--- src/rtl/winocnn_pkg.sv ---
// rtl/winocnn_pkg.sv - shared scheduler state encoding, tile widths and geometry helpers
package winocnn_pkg;

    localparam int TILE_ADDR_W  = 7;
    localparam int TILE_COORD_W = 4;
    localparam int MAX_DIM      = 10;

    typedef enum logic [2:0] {
        IDLE,
        ISSUE,
        DRAIN,
        DONE,
        REARM
    } sched_state_t;

    // Zero means a single tile; anything past the buffer geometry is pinned to the edge.
    function automatic logic [TILE_COORD_W-1:0] clamp_dim(input logic [7:0] dim);
        if (dim == 8'd0) begin
            return TILE_COORD_W'(1);
        end else if (dim > 8'(MAX_DIM)) begin
            return TILE_COORD_W'(MAX_DIM);
        end
        return dim[TILE_COORD_W-1:0];
    endfunction

    function automatic logic [TILE_ADDR_W-1:0] tile_index(
        input logic [TILE_COORD_W-1:0] y,
        input logic [TILE_COORD_W-1:0] width,
        input logic [TILE_COORD_W-1:0] x
    );
        return {3'b000, y} * {3'b000, width} + {3'b000, x};
    endfunction

endpackage

--- src/rtl/credit_counter.sv ---
// rtl/credit_counter.sv - outstanding-tile credit counter with floor at zero and full flag
module credit_counter #(
    parameter int MAX_OUTSTANDING = 4
) (
    input  logic       clk,
    input  logic       reset,
    input  logic       inc,
    input  logic       dec,
    output logic [3:0] count,
    output logic       full
);

    localparam logic [3:0] MAX_CNT = 4'(MAX_OUTSTANDING);

    logic dec_eff;

    // A retire with nothing outstanding is a spurious pulse and is dropped.
    assign dec_eff = dec && (count != 4'd0);
    assign full    = (count >= MAX_CNT);

    always_ff @(posedge clk) begin
        if (reset) begin
            count <= 4'd0;
        end else if (inc && !dec_eff) begin
            count <= count + 4'd1;
        end else if (dec_eff && !inc) begin
            count <= count - 4'd1;
        end
    end

endmodule

--- src/rtl/data_tile_scheduler.sv ---
// rtl/data_tile_scheduler.sv - raster tile walk with credit throttling; DATA_TILE_SCHED_PERF_EN adds a stall counter
module data_tile_scheduler
    import winocnn_pkg::*;
#(
    parameter int MAX_OUTSTANDING = 4
) (
    input  logic                    clk,
    input  logic                    reset,
    input  logic [7:0]              block_width_i,
    input  logic [7:0]              block_height_i,
    input  logic [3:0]              data_id_i,
    input  logic                    size_type_i,
    input  logic                    data_prepare_i,
    input  logic                    tile_ready_i,
    input  logic                    pe_done_i,
    output logic                    tile_valid_o,
    output logic [TILE_COORD_W-1:0] tile_x_o,
    output logic [TILE_COORD_W-1:0] tile_y_o,
    output logic [TILE_ADDR_W-1:0]  tile_addr_o,
    output logic [3:0]              data_id_o,
    output logic                    size_type_o,
    output logic                    loop_finished_o,
    output logic                    busy_o,
    output logic [15:0]             perf_stall_cnt_o
);

    sched_state_t            state, next_state;
    logic [TILE_COORD_W-1:0] width_q, height_q, tile_x, tile_y;
    logic [3:0]              data_id_q, outstanding;
    logic                    size_type_q, credit_full;
    logic                    tile_valid, handshake, last_x, last_y, start;

    assign start     = (state == IDLE) && data_prepare_i;
    assign handshake = tile_valid && tile_ready_i;
    assign last_x    = (tile_x == width_q - 4'd1);
    assign last_y    = (tile_y == height_q - 4'd1);

    credit_counter #(.MAX_OUTSTANDING(MAX_OUTSTANDING)) u_credit (
        .clk   (clk),
        .reset (reset),
        .inc   (handshake),
        .dec   (pe_done_i),
        .count (outstanding),
        .full  (credit_full)
    );

    always_comb begin
        next_state      = state;
        tile_valid      = 1'b0;
        loop_finished_o = 1'b0;
        case (state)
            IDLE:  if (data_prepare_i) next_state = ISSUE;
            ISSUE: begin
                tile_valid = !credit_full;
                if (handshake && last_x && last_y) next_state = DRAIN;
            end
            DRAIN: if (outstanding == 4'd0) next_state = DONE;
            DONE: begin
                loop_finished_o = 1'b1;
                next_state      = REARM;
            end
            REARM: if (!data_prepare_i) next_state = IDLE;
            default: next_state = IDLE;
        endcase
    end

    always_ff @(posedge clk) begin
        if (reset) begin
            state       <= IDLE;
            width_q     <= TILE_COORD_W'(1);
            height_q    <= TILE_COORD_W'(1);
            tile_x      <= '0;
            tile_y      <= '0;
            data_id_q   <= 4'd0;
            size_type_q <= 1'b0;
        end else begin
            state <= next_state;
            if (start) begin
                width_q     <= clamp_dim(block_width_i);
                height_q    <= clamp_dim(block_height_i);
                data_id_q   <= data_id_i;
                size_type_q <= size_type_i;
                tile_x      <= '0;
                tile_y      <= '0;
            end else if (handshake) begin
                // The final tile leaves the coordinates parked on the last position.
                if (!last_x) begin
                    tile_x <= tile_x + 4'd1;
                end else if (!last_y) begin
                    tile_x <= '0;
                    tile_y <= tile_y + 4'd1;
                end
            end
        end
    end

`ifdef DATA_TILE_SCHED_PERF_EN
    logic [15:0] stall_cnt;

    always_ff @(posedge clk) begin
        if (reset || start) begin
            stall_cnt <= 16'd0;
        end else if ((state == ISSUE) && !handshake && (stall_cnt != 16'hFFFF)) begin
            stall_cnt <= stall_cnt + 16'd1;
        end
    end

    assign perf_stall_cnt_o = stall_cnt;
`else
    assign perf_stall_cnt_o = 16'd0;
`endif

    assign tile_valid_o = tile_valid;
    assign tile_x_o     = tile_x;
    assign tile_y_o     = tile_y;
    assign tile_addr_o  = tile_index(tile_y, width_q, tile_x);
    assign data_id_o    = data_id_q;
    assign size_type_o  = size_type_q;
    assign busy_o       = (state != IDLE);

endmodule

--- config.mk ---
export PLATFORM = sky130hd
export DESIGN_NAME = data_tile_scheduler
export DESIGN_NICKNAME = d
export VERILOG_FILES = /design/src/rtl/winocnn_pkg.sv /design/src/rtl/credit_counter.sv /design/src/rtl/data_tile_scheduler.sv
export SDC_FILE = /design/constraint.sdc
export NUM_CORES = 1
export LEC_CHECK = 0
export BUFFER_PORTS_ARGS = -buffer_cell sky130_fd_sc_hd__buf_2
export CORE_MARGIN = 2
export CORE_UTILIZATION = 52
export DETAILED_ROUTE_END_ITERATION = 8
export PLACE_DENSITY = 0.87
export RECOVER_POWER = 50
export SYNTH_ARGS = -nofsm -noshare
export SYNTH_HDL_FRONTEND = slang
export SYNTH_SLANG_ARGS = --single-unit
--- constraint.sdc ---
create_clock -name clk -period 3.6 [get_ports clk]
set_input_delay 0.36 -clock clk [delete_from_list [all_inputs] [get_ports clk]]
set_output_delay 0.36 -clock clk [all_outputs]
set_load 0.02 [all_outputs]
==> results.md, run 1 <==
- Routed WL: about 4500 um
- Via density per instance: between 5 and 6
- Via count: 1923
- Pint: 0.000544 W
- Startpoint Class: flop
- Post-CTS Hold Fix Bufs: 0
- Layout cells sized above 1: 0.185
- Area of the multi-input gates: approximately 1500 um^2
- Clk_lat worst skew: roughly 0.27 ns
- Synth Area in Compound Gates: 0.145
- CTS tree: done
- Router iterations before antenna repair: 4
- Final Hold Fails: 0
- Crit end category: primary output
- Final Cycle Share: 0.966
- Die height: slightly below 70 um
- Endpoints failing setup: 0
- Routed len/inst: approximately 13 um
- P&R area growth vs syn: 15.5%
- Sequential cell area fraction in the yosys report: 0.257
- H-tree depth: 1
- Sw Pwr: around 0.00028 W
- Slew Viols, Final: 0
- Sw frac: 0.337
- Synth area leaders: dfxtp_1 (26%), ha_1 (13%), fa_1 (6.4%), buf_4 (5.5%), a21oi_1 (5.3%)
- Async set-reset flop share out of synthesis: 0
- Crit Path Category: reg -> out
- Synth Area in Adders: 0.190
- CP max stage delay: approximately 0.56 ns
- DP HPWL: ~3500 um
- Grt ovf: 0
- DIE WIDTH: 68.8 um
- Clock sinks: 28
- GRT Util Overall: 0.202
- # DRC: 0
- Cell Rows: 23
- Worst relative slew slack: 0.644
- Post-synth EDFFs: 0
- Non-filler instance count after layout: between 300 and 400
- Synth unique cells: 40
- Max-Cap Viols: 0
- Final instance area: 2520 um^2
- Post-Synthesis Cells: between 200 and 300
- #FFs+latches synth: 28
- WP data required: 3.24 ns
- CTS root buf: clkbuf_8
- Cell Area, Synth: ~2200 um^2
- Vias in the first global route: 1777
- Iter 0 DRT Violations: 51
- GPL Wtd Cong: between 0.7 and 0.8
- Synth area leader: dfxtp_1
- CP Cell Sequence: nand2_1, fa_1, fa_1, fa_1, inv_1, ha_4, a21o_1, a21oi_2, xnor2_1, buf_4
- # IOs: 65
- Clock Skew: approximately 0.0037 ns
- Worst setup path startpoint: width_q[1]$_SDFFE_PP0P_
- Mux cell area share after synthesis: 0.00459
- TritonCTS Buffers: 3
- Hold crit path type: in -> reg
- Register area: ~570 um^2
- First-pass GRT wire length: around 7400 um
- PwrDens: 326 nW/um^2
- CP max stage cell: fa_1
- Antenna Nets Post-Route: 0
- Measured slew at the worst slew-check pin: roughly 0.53 ns
- TNS Setup: 0 ns
- Cell mode on critical path: fa_1
- Avg Synthesized Cell Area: approximately 8.4 um^2
- Clock network power share: 0.235
- F_max: between 200 and 300 MHz
- Status: finished clean
- Part of the power in registers: 0.445
- Clock slew at reported path FFs: 0.09 ns
- Worst r2r src: state[1]$_SDFFE_PP0P_
- Pin count of the biggest net entering global routing: 21
- Main combinational cell family by area after synthesis: simple AND/OR/NAND/NOR gates
- Buffer depth of the longest clock path: 2
- Count leader, synth: dfxtp_1
- Dpl cell area: ~2400 um^2
- Post-synth top area share: 0.257
- Initial cell density of the core: 0.542
- Combinational power share: 0.320
- Diodes inserted: 0
- Leak pwr: roughly 1.2 nW
- PortBufs: 48
- Fraction of the mapped netlist area in simple logic gates: 0.202
- Total core area: 4030 um^2
- Hold Path Origin: data_id_i[1]
- Placed Cells: ~350
- Critical path arrival: 3.12 ns
- Ys Warns: 0
- Initial antenna violation count: 0
- Commonest cells in the netlist: dfxtp_1 (28), nand2_1 (24), a21oi_1 (23), ha_1 (22), inv_1 (21)
- Filler instances: 366
- Dominant synthesized flop cell: dfxtp_1
- Synth Area in XOR/XNOR: 0.0935
- Minimum clock period: 3.48 ns
- VDD IR max: between 200 and 300 uV
- Crit-path max FO: 5
- Nets: 364
- Die area: approximately 4700 um^2
==> cell type report <==
type                       instances  share of cell area
clock buffer                       4              0.0218
tap                               50              0.0248
multi-input combinational        201               0.590
timing repair buffer              54               0.107
sequential                        28               0.224
inverter                          21              0.0313
==> cell families after synthesis <==
logic type,after synthesis
muxes,1
other,1
buffers and inverters,45
and+or+nand+nor,84
xor gates and xnor gates,20
AOI/OAI and AO/OA,51
DFF,28
adders and majority gates,29
==> worst paths after layout <==
kind,depth (start not counted),slack [ns],end
max,10,0.12,tile_addr_o[5]
max reg2reg,11,0.75,u_credit.count[3]$_SDFFE_PP0P_
min reg2reg,2,0.46,size_type_o$_SDFFE_PP0P_
min,3,0.32,data_id_o[1]$_SDFFE_PP0P_
==> sequential cells by signal, summed over array words and instances (netlist names) <==
register        count
data_id_o           4
height_q            4
size_type_o         1
state               3
tile_x_o            4
tile_y_o            4
u_credit.count      4
width_q             4
==> layer usage <==
layer | routed length, um | up-vias | global-route usage | share of wire
met2 | 2330 | 57 | 0.380 | 0.52
met1 | 1940 | 912 | 0.247 | 0.43
li1 | - | 950 | - | -
met4 | 29 | 0 | 0.0515 | 0.0064
met5 | 0 | - | 0 | 0
met3 | 217 | 4 | 0.0179 | 0.048
==> cells in the final DEF (no fill, tap or decap), types with 6 or more instances in the layout <==
cell type / synthesis / layout
dfxtp_1: 28 / 24
conb_1: 1 / 16
buf_4: 16 / 7
xnor2_1: 13 / 12
nand3_1: 6 / 6
nor2_1: 17 / 17
and2_1: 14 / 12
nand2_1: 24 / 24
a21oi_1: 23 / 21
inv_1: 21 / 21
clkbuf_1: 5 / 14
buf_2: 2 / 33
fa_1: 7 / 6
o21ai_0: 10 / 9
ha_1: 22 / 21
==> worst max-delay path: cells and delay by family, from the launching register on <==
| kind | cells | cell delay, ns |
|---|---|---|
| adder cells (fa/ha/maj) | 4 | 1.74 |
| AO/OA/AOI/OAI | 2 | 0.30 |
| buffers and inverters | 2 | 0.23 |
| AND/OR/NAND/NOR | 1 | 0.08 |
| XOR/XNOR | 1 | 0.13 |
| flip-flops | 1 | 0.37 |
==> metrics by stage <==
| stage | worst slack [ns] | hold WS [ns] | total power [W] | utilization |
|---|---|---|---|---|
| 5_1_grt | -0.00178 | 0.317 | 0.000871 | 0.625 |
| 6_report | 0.122 | 0.317 | 0.000821 | 0.625 |
| 4_1_cts | 0.0576 | 0.317 | 0.000821 | 0.623 |
| 3_3_place_gp | 0.280 | 0.439 | 0.000620 | 0.604 |
| 2_1_floorplan | 0.0613 | 0.445 | 0.000583 | - |
| 3_5_place_dp | 0.169 | 0.448 | 0.000631 | 0.604 |
==> power groups by stage <==
stage	clock network, W	logic [W]	registers [W]
final	0.000193	0.000263	0.000365
after global routing	0.000208	0.000292	0.000370
after CTS	0.000195	0.000262	0.000364
after detailed placement	0	0.000261	0.000371
after global placement	0	0.000251	0.000369
after floorplan	0	0.000213	0.000370
==> timing repair <==
item,CTS,global route
setup endpoints to repair,2,2
setup buffers,0,1
gates resized for setup,5,7
pin swaps,0,4
(Power assumes the default switching activity.)
==> run 2: changes to the inputs <==
--- a/config.mk
+++ b/config.mk
@@ -6,7 +6,7 @@
 export NUM_CORES = 1
 export LEC_CHECK = 0
 export BUFFER_PORTS_ARGS = -buffer_cell sky130_fd_sc_hd__buf_2
-export CORE_MARGIN = 2
+export CORE_MARGIN = 3
 export CORE_UTILIZATION = 52
 export DETAILED_ROUTE_END_ITERATION = 8
 export PLACE_DENSITY = 0.87
==> run 2 against run 1 <==
Effect of this change:
- clock skew is 0.00059 ns lower
- count of clock-buffer cells in the layout is 1 lower
- flip-flop and latch count stayed put
- clock power is 32% higher
- largest cell class unchanged
- sequential power hardly changed
- total power is 8.2% higher
- critical endpoint is now tile_addr_o[6]
==> results.md, run 2 (synthesized netlist as in run 1, its figures left out) <==
- H-tree depth: 1 (unchanged)
- Nets: 364 (unchanged)
- Pin count of the biggest net entering global routing: 21 (unchanged)
- TritonCTS Buffers: 3 (unchanged)
- Critical path arrival: 3.11 ns (about the same)
- Worst r2r src: state[1]$_SDFFE_PP0P_
- Place WS: 0.154 ns (-0.0157 ns)
- Iter 0 DRT Violations: 50 (-2.0%)
- Die height: 70.8 um (+2.9%)
- F_max: 288 MHz (+0.26%)
- Startpoint Class: flop
- CP max stage cell: fa_1
- DP HPWL: 3620 um (+2.6%)
- Via count: 1924 (+0.052%)
- First-pass GRT wire length: 7940 um (+7.5%)
- Initial cell density of the core: 0.566 (+0.0246)
- Hold crit path type: in -> reg
- Final Cycle Share: 0.964 (-0.00255)
- VDD IR max: 308 uV (+9.9%)
- FF-to-FF path depth: 11 (unchanged)
- Part of the power in registers: 0.410 (-0.035)
- Cell Rows: 22 (-4.3%)
- CP max stage delay: 0.48 ns (-0.08 ns)
- Cell mode on critical path: ha_1
- CTS tree: done
- Initial antenna violation count: 0 (unchanged)
- Slew Viols, Final: 0 (unchanged)
- Leak pwr: 1.20 nW (about the same)
- Antenna Nets Post-Route: 0 (unchanged)
- WP data required: 3.24 ns (about the same)
- Sw frac: 0.328 (-0.00932)
- Via density per instance: 5.40 (+0.61%)
- Layout cells sized above 1: 0.182 (-0.00325)
- Routed WL: 4670 um (+3.6%)
- PwrDens: 352 nW/um^2 (+8.0%)
- Max-Cap Viols: 0 (unchanged)
- Hold Slack: 0.305 ns (-0.0120 ns)
- PortBufs: 48 (unchanged)
- Status: finished clean
- Hold Crit Depth: 3 (unchanged)
- # IOs: 65 (unchanged)
- Hold Path Origin: data_id_i[2]
- Buffer depth of the longest clock path: 2 (unchanged)
- Crit Path Category: reg -> out
- RSZ-0062 raised after global routing: false
- TNS Setup: 0 ns (unchanged)
- CTS root buf: clkbuf_8
- Endpoints failing setup: 0 (unchanged)
- Crit-path max FO: 9 (+4)
- Worst Path Buf+Inv: 2 (unchanged)
- Pint: 0.000597 W (+9.7%)
- Total core area: 3850 um^2 (-4.3%)
- Most frequent cells in the layout: buf_2 (32), dfxtp_1 (24), nand2_1 (23)
- # DRC: 0 (unchanged)
- R2r setup slk: 0.75 ns (about the same)
- Critical path's top delay family: adder cells
- Crit end category: primary output
- DIE WIDTH: 70.8 um (+2.9%)
- Clk_lat worst skew: 0.28 ns (about the same)
- Combinational power share: 0.303 (-0.017)
- Sw Pwr: 0.000291 W (+5.2%)
- Measured slew at the worst slew-check pin: 0.515 ns (-0.0190 ns)
- Diodes inserted: 0 (unchanged)
- Minimum clock period: 3.47 ns (-0.00918 ns)
- Clock Skew: 0.00310 ns (-0.000592 ns)
- Router iterations before antenna repair: 4 (unchanged)
- Grt ovf: 0 (unchanged)
- Worst relative slew slack: 0.656 (+0.0127)
- Post-CTS Hold Fix Bufs: 0 (unchanged)
- CP Cell Sequence: buf_4, and2_1, ha_1, ha_1, fa_1, ha_1, a21o_1, a21oi_2, o21ai_1, xnor2_2, buf_2
- Clock network power share: 0.287 (+0.052)
- Routed len/inst: 13.1 um (+4.2%)
- P&R area growth vs syn: 15.7%
- R2R Path End: u_credit.count[3]$_SDFFE_PP0P_
- Clock slew at reported path FFs: 0.10 ns (about the same)
- Vias in the first global route: 1870 (+5.2%)
- Setup slack after layout: 0.131 ns (+0.00918 ns)
- Die area: 5010 um^2 (+5.9%)
- Final Hold Fails: 0 (unchanged)
- GRT Util Overall: 0.191 (-0.0117)
- Clock sinks: 28 (unchanged)
- Most common cell after layout, fill and taps aside: buf_2
- Final core occ: 0.655 (+0.0294)
- GPL Wtd Cong: 0.820 (+3.9%)
- Hold Path End: data_id_o[2]$_SDFFE_PP0P_
-- run 2: worst register-to-register path, delay by kind of cell, from the launching register on --
| kind | cells | cell delay [ns] |
|---|---|---|
| adders and majority gates | 2 | 0.51 |
| AOI/OAI and AO/OA | 3 | 0.49 |
| and+or+nand+nor | 3 | 0.96 |
| DFF | 1 | 0.39 |
| buffers and inverters | 2 | 0.34 |
| xor gates and xnor gates | 1 | 0.09 |
-- run 2: worst max path at each step --
stage                                   from              to  slack [ns]  cells after the start
floorplan           tile_y_o[0]$_SDFFE_PP0P_  tile_addr_o[6]        0.06                      9
global placement     width_q[1]$_SDFFE_PP0P_  tile_addr_o[6]        0.27                     10
detailed placement   width_q[1]$_SDFFE_PP0P_  tile_addr_o[6]        0.15                     10
CTS                 tile_y_o[0]$_SDFFE_PP0P_  tile_addr_o[5]        0.04                     12
global route        tile_y_o[0]$_SDFFE_PP0P_  tile_addr_o[6]        0.01                     11
finish              tile_y_o[0]$_SDFFE_PP0P_  tile_addr_o[6]        0.13                     11
-- run 2: per-layer routing --
layer	GRT usage	wire length [um]	up-vias
li1	-	-	948
met5	0	0	-
met1	0.233	1960	909
met4	0.0793	92	0
met2	0.334	2370	56
met3	0.0270	241	11
-- run 2: cell type report --
type | instances | area, um^2
timing repair buffer | 54 | 269
clock inverter | 1 | 30.0
tap | 48 | 60.1
fill | 327 | 1330
multi-input combinational | 201 | 1480
inverter | 21 | 78.8
clock buffer | 3 | 41.3
sequential | 28 | 566
-- run 2: power by group through the flow --
stage,logic [W],clock network [W],registers (W)
3_3_place_gp,0.000251,0,0.000369
6_report,0.000269,0.000255,0.000364
5_1_grt,0.000297,0.000268,0.000369
2_1_floorplan,0.000213,0,0.000370
3_5_place_dp,0.000264,0,0.000371
4_1_cts,0.000271,0.000255,0.000364
-- run 2: repair_timing --
action                                  CTS  global route
pin swaps                                 1             7
cloned                                    0             0
resized for setup                         6             5
setup buffers                             1             0
endpoints found under the setup margin    3             2
-- run 2: stage by stage --
stage          cell area (um^2)  std cells  power, W
2_1_floorplan              2250        274  0.000583
3_3_place_gp               2430        351  0.000620
3_5_place_dp               2430        351  0.000635
4_1_cts                    2530        356  0.000889
5_1_grt                    2520        356  0.000934
6_report                   2520        356  0.000888
